## src/rtl/noc_pkg.sv

```systemverilog
// noc_pkg: header flit layout, packet descriptor type and injector FSM states.
// Shared by manycore_noc_injector and its sub-modules.
package noc_pkg;

   localparam int HDR_WIDTH = 64;

   localparam int HDR_CHIPID_LSB  = 50;
   localparam int HDR_CHIPID_W    = 14;
   localparam int HDR_XPOS_LSB    = 42;
   localparam int HDR_XPOS_W      = 8;
   localparam int HDR_YPOS_LSB    = 34;
   localparam int HDR_YPOS_W      = 8;
   localparam int HDR_FBITS_LSB   = 30;
   localparam int HDR_FBITS_W     = 4;
   localparam int HDR_LEN_LSB     = 22;
   localparam int HDR_LEN_W       = 8;
   localparam int HDR_MSGTYPE_LSB = 14;
   localparam int HDR_MSGTYPE_W   = 8;
   localparam int HDR_MSHRID_LSB  = 6;
   localparam int HDR_MSHRID_W    = 8;

   typedef enum logic [1:0] {
      ST_IDLE = 2'd0,
      ST_HEAD = 2'd1,
      ST_BODY = 2'd2
   } inj_state_t;

   // Everything latched from a descriptor except the payload length.
   typedef struct packed {
      logic [HDR_CHIPID_W-1:0]  chipid;
      logic [HDR_XPOS_W-1:0]    x;
      logic [HDR_YPOS_W-1:0]    y;
      logic [HDR_FBITS_W-1:0]   fbits;
      logic [HDR_MSGTYPE_W-1:0] msg_type;
      logic [HDR_MSHRID_W-1:0]  mshrid;
      logic [31:0]              seed;
   } desc_t;

   // Assemble the header flit; the low six bits are always zero.
   function automatic logic [HDR_WIDTH-1:0] build_header(input desc_t d,
                                                         input logic [HDR_LEN_W-1:0] len);
      logic [HDR_WIDTH-1:0] h;
      h = '0;
      h[HDR_CHIPID_LSB  +: HDR_CHIPID_W]  = d.chipid;
      h[HDR_XPOS_LSB    +: HDR_XPOS_W]    = d.x;
      h[HDR_YPOS_LSB    +: HDR_YPOS_W]    = d.y;
      h[HDR_FBITS_LSB   +: HDR_FBITS_W]   = d.fbits;
      h[HDR_LEN_LSB     +: HDR_LEN_W]     = len;
      h[HDR_MSGTYPE_LSB +: HDR_MSGTYPE_W] = d.msg_type;
      h[HDR_MSHRID_LSB  +: HDR_MSHRID_W]  = d.mshrid;
      return h;
   endfunction

endpackage

```

## src/rtl/manycore_noc_injector_if.sv

```systemverilog
// manycore_noc_injector_if: descriptor request handshake plus the NoC
// valid/data/yummy channel. master = traffic source, slave = injector.
interface manycore_noc_injector_if #(
   parameter int DATA_WIDTH = 64,
   parameter int LEN_WIDTH  = 8
);
   logic                  req_valid;
   logic                  req_ready;
   logic [13:0]           req_chipid;
   logic [7:0]            req_x;
   logic [7:0]            req_y;
   logic [3:0]            req_fbits;
   logic [LEN_WIDTH-1:0]  req_len;
   logic [7:0]            req_msg_type;
   logic [7:0]            req_mshrid;
   logic [31:0]           req_seed;
   logic                  noc_valid;
   logic [DATA_WIDTH-1:0] noc_data;
   logic                  noc_yummy;

   modport master (
      output req_valid, req_chipid, req_x, req_y, req_fbits, req_len,
             req_msg_type, req_mshrid, req_seed, noc_yummy,
      input  req_ready, noc_valid, noc_data
   );

   modport slave (
      input  req_valid, req_chipid, req_x, req_y, req_fbits, req_len,
             req_msg_type, req_mshrid, req_seed, noc_yummy,
      output req_ready, noc_valid, noc_data
   );
endinterface

```

## src/rtl/noc_credit_counter.sv

```systemverilog
// noc_credit_counter: tracks free slots in the downstream input buffer.
// Starts full, saturates at CREDITS. With NOC_INJECTOR_CREDIT_CHECK_EN
// defined, a yummy arriving at full credits raises a sticky overflow flag;
// otherwise overflow is tied low.
module noc_credit_counter #(
   parameter int CREDITS = 8,
   parameter int CW      = $clog2(CREDITS + 1)
) (
   input  logic clk,
   input  logic rst,
   input  logic send,
   input  logic yummy,
   output logic has_credit,
   output logic overflow
);

   localparam logic [CW-1:0] FULL = CW'(CREDITS);

   logic [CW-1:0] credits;
   logic          at_full;

   assign at_full    = (credits == FULL);
   assign has_credit = (credits != '0);

   // Send and yummy in the same cycle cancel; a yummy at full is dropped.
   always_ff @(posedge clk or posedge rst) begin
      if (rst) begin
         credits <= FULL;
      end else if (send && !yummy && has_credit) begin
         credits <= credits - CW'(1);
      end else if (yummy && !send && !at_full) begin
         credits <= credits + CW'(1);
      end
   end

`ifdef NOC_INJECTOR_CREDIT_CHECK_EN
   logic overflow_q;

   // Sticky record of a credit returned when none were outstanding.
   always_ff @(posedge clk or posedge rst) begin
      if (rst) begin
         overflow_q <= 1'b0;
      end else if (yummy && at_full) begin
         overflow_q <= 1'b1;
      end
   end

   assign overflow = overflow_q;

`ifndef SYNTHESIS
   // Announce each overflow event so it can be located in a log.
   always_ff @(posedge clk) begin
      if (!rst && yummy && at_full) begin
         $display("noc_credit_counter: credit overflow at time %0t", $time);
      end
   end
`endif
`else
   assign overflow = 1'b0;
`endif

endmodule

```

## src/rtl/manycore_noc_injector.sv

```systemverilog
// manycore_noc_injector: takes one packet descriptor, sends its header flit
// and len payload flits {seed, k} on a NoC channel under valid/yummy credit
// flow control. Optional macro: NOC_INJECTOR_CREDIT_CHECK_EN enables the
// sticky err_credit overflow flag.
module manycore_noc_injector
   import noc_pkg::*;
#(
   parameter int DATA_WIDTH = 64,
   parameter int CREDITS    = 8,
   parameter int LEN_WIDTH  = 8
) (
   input  logic                    clk,
   input  logic                    rst,
   manycore_noc_injector_if.slave  bus,
   output logic                    busy,
   output logic [31:0]             pkt_count,
   output logic                    err_credit
);

   inj_state_t            state_q, state_d;
   desc_t                 desc_q;
   logic [LEN_WIDTH-1:0]  len_q;
   logic [LEN_WIDTH-1:0]  idx_q, idx_d;
   logic                  valid_q, valid_d;
   logic [DATA_WIDTH-1:0] data_q, data_d;
   logic [31:0]           pkt_count_q;
   logic                  load_desc;
   logic                  send;
   logic                  pkt_done;
   logic                  has_credit;

   noc_credit_counter #(
      .CREDITS (CREDITS)
   ) u_credit (
      .clk        (clk),
      .rst        (rst),
      .send       (send),
      .yummy      (bus.noc_yummy),
      .has_credit (has_credit),
      .overflow   (err_credit)
   );

   // FSM state register.
   always_ff @(posedge clk or posedge rst) begin
      if (rst) begin
         state_q <= ST_IDLE;
      end else begin
         state_q <= state_d;
      end
   end

   // Next state and flit selection; a flit goes out only while credit remains.
   always_comb begin
      state_d   = state_q;
      idx_d     = idx_q;
      valid_d   = 1'b0;
      data_d    = data_q;
      load_desc = 1'b0;
      send      = 1'b0;
      pkt_done  = 1'b0;
      case (state_q)
         ST_IDLE: begin
            if (bus.req_valid) begin
               load_desc = 1'b1;
               state_d   = ST_HEAD;
            end
         end
         ST_HEAD: begin
            if (has_credit) begin
               send    = 1'b1;
               valid_d = 1'b1;
               data_d  = DATA_WIDTH'(build_header(desc_q, HDR_LEN_W'(len_q)));
               if (len_q != '0) begin
                  state_d = ST_BODY;
                  idx_d   = LEN_WIDTH'(1);
               end else begin
                  state_d  = ST_IDLE;
                  pkt_done = 1'b1;
               end
            end
         end
         ST_BODY: begin
            if (has_credit) begin
               send    = 1'b1;
               valid_d = 1'b1;
               data_d  = DATA_WIDTH'({desc_q.seed, 32'(idx_q)});
               if (idx_q == len_q) begin
                  state_d  = ST_IDLE;
                  pkt_done = 1'b1;
               end else begin
                  idx_d = idx_q + LEN_WIDTH'(1);
               end
            end
         end
         default: begin
            state_d = ST_IDLE;
         end
      endcase
   end

   // Descriptor latch, flit index, registered channel outputs and packet count.
   always_ff @(posedge clk or posedge rst) begin
      if (rst) begin
         desc_q      <= '0;
         len_q       <= '0;
         idx_q       <= '0;
         valid_q     <= 1'b0;
         data_q      <= '0;
         pkt_count_q <= '0;
      end else begin
         idx_q   <= idx_d;
         valid_q <= valid_d;
         data_q  <= data_d;
         if (load_desc) begin
            desc_q.chipid   <= bus.req_chipid;
            desc_q.x        <= bus.req_x;
            desc_q.y        <= bus.req_y;
            desc_q.fbits    <= bus.req_fbits;
            desc_q.msg_type <= bus.req_msg_type;
            desc_q.mshrid   <= bus.req_mshrid;
            desc_q.seed     <= bus.req_seed;
            len_q           <= bus.req_len;
         end
         if (pkt_done) begin
            pkt_count_q <= pkt_count_q + 32'd1;
         end
      end
   end

   assign bus.req_ready = (state_q == ST_IDLE);
   assign busy          = (state_q != ST_IDLE);
   assign bus.noc_valid = valid_q;
   assign bus.noc_data  = data_q;
   assign pkt_count     = pkt_count_q;

endmodule

```

## src/flat_wrapper.sv

```systemverilog
// flat-port wrapper written by rule: the top's interface ports become plain ports
module manycore_noc_injector_flat import noc_pkg::*;
#(
   parameter int DATA_WIDTH = 64,
   parameter int CREDITS    = 8,
   parameter int LEN_WIDTH  = 8
)
  (clk, rst, busy, pkt_count, err_credit, bus_req_valid, bus_req_chipid, bus_req_x, bus_req_y, bus_req_fbits, bus_req_len, bus_req_msg_type, bus_req_mshrid, bus_req_seed, bus_noc_yummy, bus_req_ready, bus_noc_valid, bus_noc_data);
  manycore_noc_injector_if #(.DATA_WIDTH(DATA_WIDTH), .LEN_WIDTH(LEN_WIDTH)) bus_i ();
  input  logic clk;
  input  logic rst;
  output logic busy;
  output logic [31:0] pkt_count;
  output logic err_credit;
  input wire logic [$bits(bus_i.req_valid)-1:0] bus_req_valid;
  input wire logic [$bits(bus_i.req_chipid)-1:0] bus_req_chipid;
  input wire logic [$bits(bus_i.req_x)-1:0] bus_req_x;
  input wire logic [$bits(bus_i.req_y)-1:0] bus_req_y;
  input wire logic [$bits(bus_i.req_fbits)-1:0] bus_req_fbits;
  input wire logic [$bits(bus_i.req_len)-1:0] bus_req_len;
  input wire logic [$bits(bus_i.req_msg_type)-1:0] bus_req_msg_type;
  input wire logic [$bits(bus_i.req_mshrid)-1:0] bus_req_mshrid;
  input wire logic [$bits(bus_i.req_seed)-1:0] bus_req_seed;
  input wire logic [$bits(bus_i.noc_yummy)-1:0] bus_noc_yummy;
  output wire logic [$bits(bus_i.req_ready)-1:0] bus_req_ready;
  output wire logic [$bits(bus_i.noc_valid)-1:0] bus_noc_valid;
  output wire logic [$bits(bus_i.noc_data)-1:0] bus_noc_data;
  assign bus_i.req_valid = bus_req_valid;
  assign bus_i.req_chipid = bus_req_chipid;
  assign bus_i.req_x = bus_req_x;
  assign bus_i.req_y = bus_req_y;
  assign bus_i.req_fbits = bus_req_fbits;
  assign bus_i.req_len = bus_req_len;
  assign bus_i.req_msg_type = bus_req_msg_type;
  assign bus_i.req_mshrid = bus_req_mshrid;
  assign bus_i.req_seed = bus_req_seed;
  assign bus_i.noc_yummy = bus_noc_yummy;
  assign bus_req_ready = bus_i.req_ready;
  assign bus_noc_valid = bus_i.noc_valid;
  assign bus_noc_data = bus_i.noc_data;
  manycore_noc_injector #(.DATA_WIDTH(DATA_WIDTH), .CREDITS(CREDITS), .LEN_WIDTH(LEN_WIDTH)) u_core (.clk(clk), .rst(rst), .bus(bus_i), .busy(busy), .pkt_count(pkt_count), .err_credit(err_credit));
endmodule
```

## config.mk

```make
export PLATFORM = sky130hd
export DESIGN_NAME = manycore_noc_injector_flat
export DESIGN_NICKNAME = d
export VERILOG_FILES = /design/src/rtl/noc_pkg.sv /design/src/rtl/manycore_noc_injector_if.sv /design/src/rtl/noc_credit_counter.sv /design/src/rtl/manycore_noc_injector.sv /design/src/flat_wrapper.sv
export SDC_FILE = /design/constraint.sdc
export NUM_CORES = 1
export LEC_CHECK = 0
export ABC_AREA = 1
export CAP_MARGIN = 20
export CORE_ASPECT_RATIO = 1.1
export CORE_MARGIN = 2
export CORE_UTILIZATION = 45
export DETAILED_ROUTE_END_ITERATION = 8
export GPL_ROUTABILITY_DRIVEN = 0
export PLACE_DENSITY_LB_ADDON = 0.08
export SLEW_MARGIN = 10
export SYNTH_ARGS = -nofsm -noshare
export SYNTH_HDL_FRONTEND = slang
export SYNTH_SLANG_ARGS = --single-unit
```

## constraint.sdc

```tcl
create_clock -name clk -period 16.7 [get_ports clk]
set_clock_uncertainty 0.15 [all_clocks]
set_input_delay 3.34 -clock clk [delete_from_list [all_inputs] [get_ports clk]]
set_output_delay 3.34 -clock clk [all_outputs]
set_load 0.01 [all_outputs]
```

==> run_results.csv, run 1 <==
group,metric,value,unit
drt,avgViaCountPerCell,5.01,
clock_network,path_clk_slew,0.06,ns
grt,grt_use_total,19.6,%
floorplan,rows,54,
hold_path,hold_path.class,"flip-flop to flip-flop",
floorplan,fp.dieH,154,um
timing,hold_viol_final,0,
clock_network,htreeDepth,1,
drt,routed_wl,21.1,mm
clock_network,clock_latency,0.49,ns
grt,grt_pass1_wl,34.3,mm
pwr,ir_drop,98.9,uV
setup_path,cp_common_cell,"inv_1",
floorplan,core_area,0.0199,mm^2
setup_path,crit_family,"buffers and inverters",
timing,slew_headroom,29.4,%
pwr,powerDensity,178,mW/mm^2
setup_path,timing.critical_path.buf_inv,3,
synth,synth_top_area_share,54.4,%
drt,via_count,6919,
timing,finalSetupViolations,0,
timing,final.setup.tns,0,ns
synth,synth_fp_nets,1039,
pwr,p_comb_share,40.1,%
drt,drc_errors,0,
setup_path,startpoint_type,"flip-flop",
setup_path,r2r-start,"u_core.state_q[0]",
placed_design,dp_slack,11.05,ns
pwr,leakagePower,0.00518,uW
floorplan,initial_core_util,46.1,%
clock_network,cts_resized,0,
synth,yosys-top-cells-count,"267 x nand2_1, 200 x dfrtp_1, 83 x mux2_2, 83 x nor2_1, 44 x inv_1",
cells_and_area,drive_above_1_share,15.6,%
clock_network,clock-sinks,201,
setup_path,path_max_fanout,3,
synth,syn-instance-count,937,
placed_design,placedCellCount,1342,
synth,synth_top_cell_by_area,"dfrtp_1",
synth,synth.most_common_cell,"nand2_1",
floorplan,ios,194,
pwr,p_switching,747,uW
timing,tightest_slew,1.06,ns
setup_path,critPathRequiredTime,13.21,ns
placed_design,hpwlAfterDp,13.9,mm
grt,grt_antenna_before_repair,2,
synth,synth-warning-count,0,
synth,synth.avg_cell_area,9.81,um^2
setup_path,cp-endpoint,"busy",
drt,routedWlPerCell,15.3,um
clock_network,clockBufferDepth,3,
setup_path,crit_start,"u_core.state_q[0]",
synth,synth_seq_cells,201,
drt,first_pass_iters,6,
synth,synth-seq-area-share,54.7,%
pwr,netSwitchingFraction,35.3,%
timing,drv_slew,0,
clock_network,cts_root_buf,"clkbuf_16",
setup_path,cp_slowest_stage_delay,0.55,ns
setup_path,crit_type,"flip-flop to primary output",
synth,synthFlopType,"dfrtp_1",
grt,grt-ovfl-total,0,
setup_path,end_kind,"primary output",
clock_network,cts_tree,"yes",
setup_path,cp.depth,4,
clock_network,ctsHoldBuffers,0,
setup_path,cp_slowest_cell,"clkdlybuf4s50_1",
status,status,"finished clean",
pwr,p_total,2120,uW
setup_path,path_cells,"inv_1 -> ha_1 -> inv_1 -> clkdlybuf4s50_1",
timing,rsz0062_at_grt,"false",
clock_network,post-cts-setup-buffer-count,0,
synth,yosys-top-cells-area,"dfrtp_1 54%, nand2_1 11%, mux2_2 10%",
setup_path,reg2reg_to,"u_core.bus.noc_data[42]",
pwr,power.internal,1370,uW
setup_path,reg2reg_slack,13.71,ns
cells_and_area,stdcell_count,1381,
synth,ys_types,40,
synth,synth_area,0.00920,mm^2
pwr,pwr-share-clk,21.6,%
grt,grt_pass1_vias,6737,
placed_design,io_buffers,192,
timing,post-route-period-util,32.0,%
setup_path,reg2regPathDepth,9,
setup_path,arrival,1.85,ns
clock_network,cts_buffers,22,
timing,finalCriticalPeriod,5.34,ns
pwr,power_frac_seq,38.3,%
drt,first_iter_violations,361,
synth,async_flop_share,100,%
drt,drtAntennaViolNets,0,
timing,fin_ws,11.36,ns
synth,synth_edf_count,0,
cells_and_area,areaGrowthSynthToFinish,29.5,%
floorplan,die_w,140,um
job,cap_violations,0,
floorplan,dieArea,0.0216,mm^2
timing,maxClockFrequency,187,MHz
grt,grt_max_degree,140,
cells_and_area,nets,1217,
==> metrics by stage <==
step	hold slack, ns	util, %	area [um^2]
after floorplan	0.329	-	9200
after global routing	0.361	59.7	11900
after global placement	0.317	56.2	11200
final	0.331	59.7	11900
after detailed placement	0.320	56.2	11200
after CTS	0.335	59.6	11900
==> kinds of logic after synthesis <==
kind of cell    Yosys count  synth area share [%]
simple gates            431                  20.6
flops                   201                  54.7
compound gates          105                  7.18
buf+inv                  99                  5.29
mux                      83                  10.2
xor+xnor                  9                 0.857
fa+ha+maj                 8                  1.17
other cells               1                0.0408
==> power groups by stage <==
stage / Combinational (uW) / Sequential, uW / Clock (uW)
detailed placement: 852 / 819 / 0
CTS: 854 / 813 / 471
global route: 946 / 837 / 490
floorplan: 561 / 826 / 0
finish: 849 / 812 / 458
global placement: 833 / 815 / 0
==> registers in the layout, indices dropped and copies added, names as in the netlist <==
name,cells
u_core.state_q,2
u_core.idx_q,8
u_core.bus.noc_data,64
u_core.u_credit.credits,4
u_core.bus.noc_valid,1
u_core.pkt_count,32
u_core.desc_q,82
u_core.len_q,8
==> cell type report <==
type                       instances  area, um^2
timing repair buffer             197        1970
inverter                          56         218
multi-input combinational        637        3690
sequential                       201        5030
antenna                            2        5.00
tap                              252         315
fill                            1775        8020
clock buffer                      32         659
clock inverter                     4        20.0
==> worst min-delay path, stage by stage, from the launching register on <==
cell and delay (ns):
dfrtp_1 0.34, nand2_1 0.05, o31ai_1 0.05
==> cells in the final DEF (no fill, tap or decap), drive strengths merged <==
master         count
xnor2              7
clkdlybuf4s50    192
mux2              83
dfrtp            200
clkinv             4
xor2               2
clkbuf            32
nand2            278
dfstp              1
nand3             21
fa                 1
nand4             16
or2                3
a31oi             35
nor3               4
a21oi             12
o31ai             11
nand3b            17
buf                5
conb               1
ha                 7
inv               56
diode              2
o21ai             47
nor2              92
==> worst min-delay path by stage <==
stage / start / to / slack [ns] / depth (start not counted)
after global placement: u_core.bus.noc_data[26] / u_core.bus.noc_data[26] / 0.32 / 2
after floorplan: u_core.desc_q[0] / u_core.desc_q[0] / 0.33 / 1
after global routing: u_core.desc_q[36] / u_core.desc_q[36] / 0.36 / 1
after detailed placement: u_core.bus.noc_data[24] / u_core.bus.noc_data[24] / 0.32 / 2
final: u_core.bus.noc_data[24] / u_core.bus.noc_data[24] / 0.33 / 2
after CTS: u_core.bus.noc_data[24] / u_core.bus.noc_data[24] / 0.33 / 2
==> metal layers <==
layer	track usage (%)	wire length, um	vias up
li1	-	-	3428
met1	25.9	9350	3292
met2	32.4	10100	163
met3	4.17	1140	36
met4	6.25	544	0
met5	0	0	-
(Power assumes the default switching activity.)
==> inputs of run 2 (changes only) <==
==> constraint.sdc (replaced) <==
create_clock -name clk -period 5.6 [get_ports clk]
set_clock_uncertainty 0.15 [all_clocks]
set_input_delay 1.12 -clock clk [delete_from_list [all_inputs] [get_ports clk]]
set_output_delay 1.12 -clock clk [all_outputs]
set_load 0.01 [all_outputs]
==> run 2 against run 1 <==
  * Clock power grew to 3.0 times the previous value
  * Die area stayed put
  * Count of clock-buffer cells in the layout is 5 higher
  * Combinational power grew to 3.0 times the previous value
  * Final area hardly changed
  * Sequential power grew to 3.0 times the previous value
  * First-iteration DRC count is 11% lower
  * Cell count stayed put
  * Hold slack hardly changed
  * Worst setup slack worse by 8.8 ns
  * Sequential share of layout area hardly changed
  * Critical endpoint unchanged
==> run_results.csv, run 2 (synthesis gave the netlist of run 1 again) <==
group,metric,value,unit
setup_path,cp_slowest_stage_delay,0.54,ns
timing,finalCriticalPeriod,3.09,ns
timing,maxClockFrequency,324,MHz
drt,routedWlPerCell,15.1,um
clock_network,ctsHoldBuffers,0,
hold_path,holdPathStages,2,
setup_path,critPathRequiredTime,4.33,ns
timing,post-route-period-util,55.2,%
cells_and_area,nets,1219,
pwr,powerDensity,530,mW/mm^2
setup_path,reg2regPathDepth,9,
grt,grt_pass1_wl,34.1,mm
cells_and_area,antenna_cells,0,
setup_path,r2r-start,"u_core.state_q[0]",
timing,fin_ws,2.51,ns
drt,routed_wl,20.9,mm
clock_network,cts_resized,0,
cells_and_area,drive_above_1_share,15.3,%
floorplan,core_area,0.0199,mm^2
grt,grt_max_degree,191,
floorplan,ios,194,
clock_network,htreeDepth,1,
clock_network,clockBufferDepth,3,
floorplan,fp.dieH,154,um
setup_path,path_cells,"inv_1 -> ha_1 -> inv_1 -> clkdlybuf4s50_1",
timing,timing.hold.ws,0.331,ns
clock_network,cts_buffers,23,
setup_path,reg2reg_slack,2.68,ns
timing,tightest_slew,1.10,ns
cells_and_area,layout_common_cells,"266 x nand2_1, 200 x dfrtp_1, 192 x clkdlybuf4s50_1",
drt,drtAntennaViolNets,0,
timing,drv_slew,0,
hold_path,hold_path.class,"flip-flop to flip-flop",
placed_design,dp_slack,2.19,ns
clock_network,clock-sinks,201,
grt,grt_use_total,19.4,%
drt,avgViaCountPerCell,5.02,
clock_network,path_clk_slew,0.05,ns
grt,grt-ovfl-total,0,
floorplan,die_w,140,um
hold_path,hold_end,"u_core.bus.noc_data[20]",
pwr,leakagePower,0.00517,uW
floorplan,initial_core_util,46.1,%
drt,via_count,6932,
grt,grt_pass1_vias,6643,
drt,first_pass_iters,4,
clock_network,cts_root_buf,"clkbuf_16",
cells_and_area,largest_reg_flops,82,
setup_path,arrival,1.82,ns
placed_design,io_buffers,192,
setup_path,crit_type,"flip-flop to primary output",
job,cap_violations,0,
setup_path,path_max_fanout,3,
setup_path,cp_slowest_cell,"clkdlybuf4s50_1",
setup_path,startpoint_type,"flip-flop",
floorplan,dieArea,0.0216,mm^2
setup_path,reg2reg_to,"u_core.bus.noc_data[49]",
grt,grt_antenna_before_repair,0,
pwr,ir_drop,263,uV
drt,drc_errors,0,
cells_and_area,layout_commonest_cell,"nand2_1",
clock_network,clock_latency,0.50,ns
hold_path,hold_start,"u_core.bus.noc_data[20]",
status,status,"finished clean",
timing,final.setup.tns,0,ns
setup_path,end_kind,"primary output",
timing,hold_viol_final,0,
placed_design,hpwlAfterDp,13.6,mm
cells_and_area,areaGrowthSynthToFinish,29.6,%
setup_path,cp_common_cell,"inv_1",
clock_network,cts_tree,"yes",
timing,slew_headroom,26.5,%
timing,rsz0062_at_grt,"false",
clock_network,post-cts-setup-buffer-count,0,
timing,finalSetupViolations,0,
cells_and_area,regMostFlops,"u_core.desc_q",
drt,first_iter_violations,321,
floorplan,rows,54,
## run 2: worst max path at each step
stage	start	endpoint
after global routing	u_core.state_q[0]	u_core.bus.noc_data[51]
after CTS	u_core.state_q[0]	u_core.bus.noc_data[51]
after floorplan	rst	u_core.bus.noc_data[0]
final	u_core.state_q[0]	busy
after detailed placement	bus_req_valid	u_core.desc_q[18]
after global placement	bus_req_valid	u_core.desc_q[63]
## run 2: power by group
group / leakage, uW / switching (uW) / total, uW / internal [uW]
Clock: 0.000330 / 564 / 1380 / 817
Combinational: 0.00239 / 1320 / 2530 / 1210
Sequential: 0.00245 / 335 / 2410 / 2080
## run 2: final cells by class
| type | count | area [um^2] |
|---|---|---|
| fill | 1717 | 8010 |
| inverter | 56 | 214 |
| sequential | 201 | 5030 |
| clock buffer | 37 | 678 |
| timing repair buffer | 198 | 1990 |
| multi-input combinational | 637 | 3690 |
| tap | 252 | 315 |
## run 2: worst max-delay path, delay by kind of cell, from the launching register on
kind                     cells  cell delay (ns)
adder cells (fa/ha/maj)      1             0.25
buffers and inverters        3             0.72
flip-flops                   1             0.37
## run 2: through the flow
| stage | instance area (um^2) | instances | total power [uW] | util (%) |
|---|---|---|---|---|
| after detailed placement | 11200 | 1343 | 4980 | 56.3 |
| after global routing | 11900 | 1381 | 6800 | 59.8 |
| after CTS | 11900 | 1380 | 6380 | 59.7 |
| after floorplan | 9200 | 937 | 4140 | - |
| final | 11900 | 1381 | 6320 | 59.8 |
| after global placement | 11200 | 1343 | 4910 | 56.3 |
## run 2: metal layers
metal	wire [um]	vias up	share of wire [%]	GRT usage [%]
met1	9330	3330	45	25.9
met5	0	-	0	0
met4	377	0	1.8	5.05
li1	-	3422	-	-
met3	1100	28	5.3	4.33
met2	10100	152	48	32.2
